--- src/rtl/move_sequencer_pkg.sv ---
// Shared widths, the "no en-passant column" code and the sequencer state encoding.
package move_sequencer_pkg;

    localparam int PIECE_BITS    = 4;
    localparam int MAX_POSITIONS = 256;

    // Bit 3 set means no en-passant column is available.
    localparam logic [3:0] EP_NONE = 4'b1000;

    typedef enum logic [3:0] {
        ST_IDLE      = 4'd0,
        ST_ROOT_EVAL = 4'd1,
        ST_ROOT_WAIT = 4'd2,
        ST_GEN       = 4'd3,
        ST_GEN_WAIT  = 4'd4,
        ST_FETCH     = 4'd5,
        ST_EVAL      = 4'd6,
        ST_EVAL_WAIT = 4'd7,
        ST_EMIT      = 4'd8,
        ST_NEXT      = 4'd9,
        ST_CLEAR     = 4'd10,
        ST_DONE      = 4'd11
    } mseq_state_e;

endpackage

--- src/rtl/move_sequencer.sv ---
// One-ply search sequencer: evaluates the root for check, generates children,
// filters out children that leave the mover in check, streams legal children.
//
// state     | meaning
// ----------+-------------------------------------------------------------
// IDLE      | waiting for start; root is registered when start is seen
// ROOT_EVAL | evaluate strobe carrying the root position
// ROOT_WAIT | wait for evaluator; latch whether the mover is in check
// GEN       | generate strobe to the move generator
// GEN_WAIT  | wait for generation; latch child count
// FETCH     | select child idx, wait out the read latency, capture child
// EVAL      | evaluate strobe carrying the captured child
// EVAL_WAIT | wait for evaluator; child legal unless mover's king attacked
// EMIT      | present legal child until the consumer accepts it
// NEXT      | advance to the next child or finish the walk
// CLEAR     | clear strobe to the move generator
// DONE      | one-cycle done with count and mate/stalemate verdict
module move_sequencer
    import move_sequencer_pkg::*;
#(
    parameter int PIECE_WIDTH        = PIECE_BITS,
    parameter int BOARD_WIDTH        = PIECE_WIDTH * 64,
    parameter int MAX_POSITIONS_LOG2 = $clog2(MAX_POSITIONS),
    parameter int READ_LATENCY       = 2
) (
    input  logic                          clk,
    input  logic                          reset,
    input  logic                          start,
    input  logic [BOARD_WIDTH-1:0]        board,
    input  logic                          white_to_move,
    input  logic [3:0]                    castle_mask,
    input  logic [3:0]                    en_passant_col,
    output logic                          busy,
    output logic                          am_board_valid,
    output logic [BOARD_WIDTH-1:0]        am_board,
    output logic                          am_white_to_move,
    output logic [3:0]                    am_castle_mask,
    output logic [3:0]                    am_en_passant_col,
    output logic [MAX_POSITIONS_LOG2-1:0] am_move_index,
    output logic                          am_clear_moves,
    input  logic                          am_moves_ready,
    input  logic [MAX_POSITIONS_LOG2-1:0] am_move_count,
    input  logic [BOARD_WIDTH-1:0]        am_board_out,
    input  logic                          am_white_to_move_out,
    input  logic [3:0]                    am_castle_mask_out,
    input  logic [3:0]                    am_en_passant_col_out,
    output logic                          at_board_valid,
    output logic [BOARD_WIDTH-1:0]        at_board,
    output logic                          at_white_to_move,
    input  logic                          at_done,
    input  logic                          at_white_in_check,
    input  logic                          at_black_in_check,
    output logic                          legal_valid,
    input  logic                          legal_ready,
    output logic [BOARD_WIDTH-1:0]        legal_board,
    output logic                          legal_white_to_move,
    output logic [3:0]                    legal_castle_mask,
    output logic [3:0]                    legal_en_passant_col,
    output logic                          done,
    output logic [MAX_POSITIONS_LOG2-1:0] legal_count,
    output logic                          checkmate,
    output logic                          stalemate
);

    localparam int WAIT_W = (READ_LATENCY < 1) ? 1 : $clog2(READ_LATENCY + 1);
    localparam logic [MAX_POSITIONS_LOG2-1:0] ONE = MAX_POSITIONS_LOG2'(1);

    mseq_state_e                   state_q, state_d;
    logic [BOARD_WIDTH-1:0]        am_board_q, am_board_d;
    logic                          am_wtm_q, am_wtm_d;
    logic [3:0]                    am_castle_q, am_castle_d;
    logic [3:0]                    am_ep_q, am_ep_d;
    logic [BOARD_WIDTH-1:0]        at_board_q, at_board_d;
    logic                          at_wtm_q, at_wtm_d;
    logic [BOARD_WIDTH-1:0]        child_board_q, child_board_d;
    logic                          child_wtm_q, child_wtm_d;
    logic [3:0]                    child_castle_q, child_castle_d;
    logic [3:0]                    child_ep_q, child_ep_d;
    logic [MAX_POSITIONS_LOG2-1:0] idx_q, idx_d;
    logic [MAX_POSITIONS_LOG2-1:0] count_q, count_d;
    logic [MAX_POSITIONS_LOG2-1:0] legal_count_q, legal_count_d;
    logic [WAIT_W-1:0]             wait_q, wait_d;
    logic                          root_in_check_q, root_in_check_d;
    logic                          mover_in_check;

    // The mover is always the root side, for the root and for every child.
    assign mover_in_check = am_wtm_q ? at_white_in_check : at_black_in_check;

    // State and datapath registers; e.p. column resets to "none".
    always_ff @(posedge clk or posedge reset) begin
        if (reset) begin
            state_q         <= ST_IDLE;
            am_board_q      <= '0;
            am_wtm_q        <= 1'b0;
            am_castle_q     <= 4'd0;
            am_ep_q         <= EP_NONE;
            at_board_q      <= '0;
            at_wtm_q        <= 1'b0;
            child_board_q   <= '0;
            child_wtm_q     <= 1'b0;
            child_castle_q  <= 4'd0;
            child_ep_q      <= 4'd0;
            idx_q           <= '0;
            count_q         <= '0;
            legal_count_q   <= '0;
            wait_q          <= '0;
            root_in_check_q <= 1'b0;
        end else begin
            state_q         <= state_d;
            am_board_q      <= am_board_d;
            am_wtm_q        <= am_wtm_d;
            am_castle_q     <= am_castle_d;
            am_ep_q         <= am_ep_d;
            at_board_q      <= at_board_d;
            at_wtm_q        <= at_wtm_d;
            child_board_q   <= child_board_d;
            child_wtm_q     <= child_wtm_d;
            child_castle_q  <= child_castle_d;
            child_ep_q      <= child_ep_d;
            idx_q           <= idx_d;
            count_q         <= count_d;
            legal_count_q   <= legal_count_d;
            wait_q          <= wait_d;
            root_in_check_q <= root_in_check_d;
        end
    end

    // Next-state and datapath updates for the ply walk.
    always_comb begin
        state_d         = state_q;
        am_board_d      = am_board_q;
        am_wtm_d        = am_wtm_q;
        am_castle_d     = am_castle_q;
        am_ep_d         = am_ep_q;
        at_board_d      = at_board_q;
        at_wtm_d        = at_wtm_q;
        child_board_d   = child_board_q;
        child_wtm_d     = child_wtm_q;
        child_castle_d  = child_castle_q;
        child_ep_d      = child_ep_q;
        idx_d           = idx_q;
        count_d         = count_q;
        legal_count_d   = legal_count_q;
        wait_d          = wait_q;
        root_in_check_d = root_in_check_q;
        unique case (state_q)
            ST_IDLE: begin
                if (start) begin
                    am_board_d    = board;
                    am_wtm_d      = white_to_move;
                    am_castle_d   = castle_mask;
                    am_ep_d       = en_passant_col;
                    at_board_d    = board;
                    at_wtm_d      = white_to_move;
                    legal_count_d = '0;
                    idx_d         = '0;
                    state_d       = ST_ROOT_EVAL;
                end
            end
            ST_ROOT_EVAL: state_d = ST_ROOT_WAIT;
            ST_ROOT_WAIT: begin
                if (at_done) begin
                    root_in_check_d = mover_in_check;
                    state_d         = ST_GEN;
                end
            end
            ST_GEN: state_d = ST_GEN_WAIT;
            ST_GEN_WAIT: begin
                if (am_moves_ready) begin
                    count_d = am_move_count;
                    if (am_move_count == '0) begin
                        state_d = ST_CLEAR;
                    end else begin
                        idx_d   = '0;
                        wait_d  = WAIT_W'(READ_LATENCY);
                        state_d = ST_FETCH;
                    end
                end
            end
            ST_FETCH: begin
                if (wait_q == '0) begin
                    child_board_d  = am_board_out;
                    child_wtm_d    = am_white_to_move_out;
                    child_castle_d = am_castle_mask_out;
                    child_ep_d     = am_en_passant_col_out;
                    at_board_d     = am_board_out;
                    at_wtm_d       = am_white_to_move_out;
                    state_d        = ST_EVAL;
                end else begin
                    wait_d = wait_q - WAIT_W'(1);
                end
            end
            ST_EVAL: state_d = ST_EVAL_WAIT;
            ST_EVAL_WAIT: begin
                if (at_done) begin
                    state_d = mover_in_check ? ST_NEXT : ST_EMIT;
                end
            end
            ST_EMIT: begin
                if (legal_ready) begin
                    legal_count_d = legal_count_q + ONE;
                    state_d       = ST_NEXT;
                end
            end
            ST_NEXT: begin
                if (idx_q == count_q - ONE) begin
                    state_d = ST_CLEAR;
                end else begin
                    idx_d   = idx_q + ONE;
                    wait_d  = WAIT_W'(READ_LATENCY);
                    state_d = ST_FETCH;
                end
            end
            ST_CLEAR: state_d = ST_DONE;
            ST_DONE:  state_d = ST_IDLE;
            default:  state_d = ST_IDLE;
        endcase
    end

    assign busy                 = (state_q != ST_IDLE);
    assign am_board_valid       = (state_q == ST_GEN);
    assign am_board             = am_board_q;
    assign am_white_to_move     = am_wtm_q;
    assign am_castle_mask       = am_castle_q;
    assign am_en_passant_col    = am_ep_q;
    assign am_move_index        = idx_q;
    assign am_clear_moves       = (state_q == ST_CLEAR);
    assign at_board_valid       = (state_q == ST_ROOT_EVAL) || (state_q == ST_EVAL);
    assign at_board             = at_board_q;
    assign at_white_to_move     = at_wtm_q;
    assign legal_valid          = (state_q == ST_EMIT);
    assign legal_board          = child_board_q;
    assign legal_white_to_move  = child_wtm_q;
    assign legal_castle_mask    = child_castle_q;
    assign legal_en_passant_col = child_ep_q;
    assign done                 = (state_q == ST_DONE);
    assign legal_count          = legal_count_q;
    assign checkmate            = done && (legal_count_q == '0) && root_in_check_q;
    assign stalemate            = done && (legal_count_q == '0) && !root_in_check_q;

endmodule

--- config.mk ---
export PLATFORM = sky130hd
export DESIGN_NAME = move_sequencer
export DESIGN_NICKNAME = d
export VERILOG_FILES = /design/src/rtl/move_sequencer_pkg.sv /design/src/rtl/move_sequencer.sv
export SDC_FILE = /design/constraint.sdc
export NUM_CORES = 2
export LEC_CHECK = 0
export CAP_MARGIN = 20
export CORE_AREA = 2 2 529 531
export DETAILED_ROUTE_END_ITERATION = 8
export DIE_AREA = 0 0 531 533
export GPL_TIMING_DRIVEN = 0
export SLEW_MARGIN = 20
export SYNTH_ARGS = -nofsm -noshare
export SYNTH_HDL_FRONTEND = slang
export SYNTH_SLANG_ARGS = --single-unit
--- constraint.sdc ---
create_clock -name clk -period 88.9 [get_ports clk]
set_input_delay 17.78 -clock clk [delete_from_list [all_inputs] [get_ports clk]]
set_output_delay 17.78 -clock clk [all_outputs]
set_load 0.005 [all_outputs]
# Yosys cells after proc, flatten, opt, wreduce, memory -nomap -nowiden
# Index checks and enable logic that the tools add are counted.
[totals] reg_bits=818 latchBits=0 ramBits=0 romBits=0 input_bits=546 out_inout_bits=811 wordCells=93 n_memories=0
[classes] addsub=4 multipliers=0 div=0 n_lt_le_gt_ge=0 n_eq_ne=21 n_shift=0 mux=29 bitwise=0 reduce_logical=23
[op_table] op="$mux 256" count=2
[op_table] op="$pmux 256 s2" count=1
[op_table] op="$pmux 4 s11" count=1
[op_table] op="$mux 8" count=5
[op_table] op="$mux 4" count=8
[op_table] op="$pmux 8 s3" count=1
[op_table] op="$add 8x1->8 const B" count=2
[op_table] op="$eq 4x3->1 const B" count=4
[op_table] op="$eq 4x4->1 const B" count=4
[op_table] op="$logic_not 8->1" count=2
[op_table] op="$ne 2x2->1 const B" count=8
[op_table] op="$pmux 8 s2" count=1
[op_table] op="$reduce_and 5->1" count=2
[op_table] op="$eq 4x2->1 const B" count=2
[op_table] op="$eq 8x8->1" count=1
[op_table] op="$mux 2" count=4
[op_table] op="$reduce_and 2->1" count=4
[op_table] op="$sub 8x1->8 const B" count=1
[op_table] op="$pmux 2 s3" count=1
[op_table] op="$reduce_and 3->1" count=2
[op_table] op="$reduce_and 6->1" count=1
[op_table] op="$reduce_bool 3->1" count=2
[op_table] op="$eq 4x1->1 const B" count=1
[op_table] op="$logic_not 4->1" count=1
[op_table] op="10 further kinds" count=16

# Depth between registers and ports, before layout
[depth] ltp_word=4 mapped_depth=10 depth_no_buf=8

# Least setup slack after synthesis
# No wires, ideal clock.
[synth_path] kind="in2reg" start="input port start" end="register at_board_q[10] (netlist: at_board[10])" setup_ns=0.136 arrival_time_ns=19.190 t_required_ns=88.764 path_slack_ns=69.575 stages=7 path_buffers=4 path_cell_list="and3_1 > clkbuf_1 > a21oi_1 > buf_2 > buf_2 > clkbuf_1 > o21ai_0"
[synth_via] elab_chain_cells=2
[synth_lines] element="start: declaration" line="move_sequencer.sv:28" text="input logic start,"
[synth_lines] element="$ne 2x2->1 (no line)"
[synth_lines] element="$reduce_and 3->1 (no line)"
[synth_lines] element="end signal: assignment" line="move_sequencer.sv:114" text="at_board_q <= at_board_d;"
[synth_lines] element="end: declaration" line="move_sequencer.sv:73" text="logic [BOARD_WIDTH-1:0] at_board_q, at_board_d;"
# No other way between the ends.
# A chain may end at the register's enable or synchronous reset.

# Worst setup path in the final report
[layout_path] start="register state_q[0]" end="output port stalemate"
[layout_via] elab_chain_cells=3
[layout_lines] element="start: declaration" line="move_sequencer.sv:68" text="mseq_state_e state_q, state_d;"
[layout_lines] element="start signal: assignment" line="move_sequencer.sv:109" text="state_q <= state_d;"
[layout_lines] element="$eq 4x4->1" line="move_sequencer.sv:236" text="assign done = (state_q == ST_DONE);"
[layout_lines] element="$logic_and 1x1->1 (2 in a row)" line="move_sequencer.sv:239" text="assign stalemate = done && (legal_count_q == '0) && !root_in_check_q;"
[layout_lines] element="end: declaration" line="move_sequencer.sv:62" text="output logic stalemate"
# No other way between the ends.

==> impl_metrics.env <==
export IMPL_htreeDepth=3
export IMPL_final_period_minus_worst_setup_slack_ns=22.05
export IMPL_clock_tree_root_cell="clkbuf_16"
export IMPL_cp_common_cell="nor2_1"
export IMPL_cts_setup_buffers=0
export IMPL_finalHoldViolCount=0
export IMPL_place_congestion=0.9478
export IMPL_ys_types=52
export IMPL_ioPinCount=1357
export IMPL_grt_overflow=0
export IMPL_die_h_um=533
export IMPL_clock_latency_ns=0.83
export IMPL_remaining_drc_errors=0
export IMPL_period_share_pct=24.80
export IMPL_crit_path_start="state_q[0]$_DFFE_PP0P_"
export IMPL_arrival_ns=4.27
export IMPL_ys_seq_area_share_pct=61.50
export IMPL_synthTopCellsByArea="dfrtp_1, nand2_1, mux2_2, mux2i_1, o21ai_0"
export IMPL_nFillCells=30290
export IMPL_finClkSkew_ns=0.04008
export IMPL_core_area_um2=277900
export IMPL_synth_enable_flop_cells=0
export IMPL_grt_antenna_before_repair=152
export IMPL_vias=31080
export IMPL_critPathMaxStageDelay_ns=0.76
export IMPL_drt_iter0_drc=2407
export IMPL_cts_tree="done"
export IMPL_cts_buffers=107
export IMPL_setup_slack_ns=66.85
export IMPL_nets=5061
export IMPL_ir_worst_vdd_v=0.00001856
export IMPL_path_buf_inv=3
export IMPL_place_hpwl_mm=223.9
export IMPL_hold_buffers=0
export IMPL_dr_pass1_iters=5
export IMPL_post_drt_wl_per_cell_um=30.99
export IMPL_synth_warnings=0
export IMPL_die_w_um=531
export IMPL_clk_path_buf_depth=4
export IMPL_synth_common_cells="nand2_1, dfrtp_1, mux2_2"
export IMPL_worstMarginPinSlew_ns=1.196
export IMPL_dp_cells=8125
export IMPL_slowest_stage="clkdlybuf4s50_1"
export IMPL_std_cell_rows=194
export IMPL_synthFlopType="dfrtp_1"
export IMPL_setup_viol=0
export IMPL_power_density_nw_per_um2=36.98
export IMPL_clkSlewWorstSetupHoldPaths_ns=0.06
export IMPL_synth_top_cell_by_area="dfrtp_1"
export IMPL_hp_class="reg2reg"
export IMPL_p_leak_nw=23.20
export IMPL_fmax_mhz=45.36
export IMPL_syn_num_nets=3575
export IMPL_cts_sinks=818
export IMPL_stdcell_area_um2=55930
export IMPL_worstPathRequired_ns=71.12
export IMPL_place_port_buffers=1356
export IMPL_grt_max_degree=99
export IMPL_power_mw=2.068
export IMPL_track_usage_pct=17.67
export IMPL_worstSetupStartpointType="register"
export IMPL_fin_tns_setup_ns=0
export IMPL_syn2layout_area_growth_pct=68.04
export IMPL_drive_gt1_share_pct=11.78
export IMPL_netlist_area_leader_share_pct=61.42
export IMPL_rr_startpoint="state_q[0]$_DFFE_PP0P_"
export IMPL_grt_pass1_wl_mm=326.4
export IMPL_wirelength_mm=259.9
export IMPL_drv_cap=0
export IMPL_grt_pass1_vias=31300
export IMPL_relSlewSlack_pct=20.25
export IMPL_synthArstFlopShare_pct=100.0
export IMPL_final_cells=8387
export IMPL_pre_cts_slack_ns=67.01
export IMPL_avgSynthCellArea_um2=11.01
export IMPL_synth_seq_cells=818
export IMPL_yosysMostFrequentCell="nand2_1"
export IMPL_rsz0062_at_grt="no"
export IMPL_worstHoldStart="am_en_passant_col[3]$_DFFE_PP1P_"
export IMPL_die_area_um2=283000
export IMPL_outcome="completed"
export IMPL_worst_hold_slack_ns=0.4665
export IMPL_cp_end_kind="output pin"
export IMPL_netlist_instances=3024
export IMPL_critPathKind="reg2out"
export IMPL_start_util_pct=11.98
export IMPL_place_area_um2=52060
export IMPL_cts_repair_resized=0
export IMPL_crit_family="simple AND/OR/NAND/NOR gates"
export IMPL_drtAntennaViolNets=0
export IMPL_netlist_area_um2=33280
export IMPL_cp_cell_sequence="buf_2 -> clkbuf_1 -> nand2_1 -> nor2_1 -> nand3_1 -> nor2_1 -> clkdlybuf4s50_1"
export IMPL_critPathMaxFanout=10
export IMPL_utilization_pct=20.12
export IMPL_viasPerCell=3.706
export IMPL_drv_slew=0
state kept, by name, indices dropped and copies added, names as in the netlist:
| name | count |
|---|---|
| wait_q | 2 |
| legal_castle_mask | 4 |
| count_q | 8 |
| root_in_check_q | 1 |
| at_white_to_move | 1 |
| am_board | 256 |
| legal_count | 8 |
| legal_board | 256 |
| am_move_index | 8 |
| am_en_passant_col | 4 |
| am_castle_mask | 4 |
| state_q | 4 |
| legal_en_passant_col | 4 |
| am_white_to_move | 1 |
| at_board | 256 |
| legal_white_to_move | 1 |
placed cells by master (no fill, tap or decap), drive strengths merged, types with 13 or more instances in the layout:
master | synthesis | layout
clkdlybuf4s50 | 0 | 1356
nand2 | 1065 | 1065
dfrtp | 817 | 817
clkbuf | 147 | 284
mux2 | 276 | 276
o21ai | 267 | 267
mux2i | 259 | 259
diode | 0 | 69
buf | 37 | 58
nor2 | 28 | 28
clkinv | 0 | 28
inv | 11 | 21
bufinv | 0 | 13
cell families after synthesis:
| group | share of synthesized area, % |
|---|---|
| AO/OA/AOI/OAI | 4.782 |
| XOR/XNOR | 0.4210 |
| adder cells (fa/ha/maj) | 0.1880 |
| buffers and inverters | 2.346 |
| flip-flops | 61.50 |
| multiplexers | 17.13 |
| AND/OR/NAND/NOR | 13.63 |
metal layers:
layer | wire length, µm | track usage, % | up-vias
met5 | 584 | 0.4051 | -
met4 | 10690 | 7.020 | 88
met2 | 113000 | 26.85 | 1785
li1 | - | - | 13130
met1 | 100800 | 20.55 | 15660
met3 | 34800 | 9.607 | 426
worst reg2reg max path, cell delays in order (launching register included):
cell and delay, ns:
dfrtp_1 0.47, nor2_1 0.20, and3_1 0.21, clkbuf_1 0.24
a21oi_4 0.50, buf_2 0.70, buf_2 0.72, clkbuf_1 0.72
nand2_1 0.12, o21ai_0 0.10
where the power goes:
part	internal, mW	switching, mW	leakage [nW]
Clock	0.275	0.193	1.82
Sequential	0.549	0.115	10.0
Combinational	0.455	0.481	11.3
final timing paths:
| kind | endpoint | slack (ns) | cells past startpoint |
|---|---|---|---|
| max | stalemate | 66.85 | 7 |
| min | am_en_passant_col[3]$_DFFE_PP1P_ | 0.47 | 2 |
| max reg2reg | at_board[201]$_DFFE_PP0P_ | 84.80 | 9 |
| min reg2reg | am_en_passant_col[3]$_DFFE_PP1P_ | 0.47 | 2 |
| max in group asynchronous | am_board[21]$_DFFE_PP0P_ | 69.33 | 6 |
| min in group asynchronous | at_board[154]$_DFFE_PP0P_ | 17.32 | 2 |
cell type report:
class	instances	area, µm²	area share [%]
Antenna cell	69	172.7	0.3087
Multi-Input combinational cell	2011	12060	21.56
Buffer	184	759.5	1.358
Clock inverter	56	721.9	1.291
Inverter	11	48.80	0.08725
Clock buffer	137	2970	5.311
Timing Repair Buffer	1377	14070	25.15
Tap cell	3724	4659	8.331
Sequential cell	818	20470	36.60
Power figures use the tool's default switching activity.
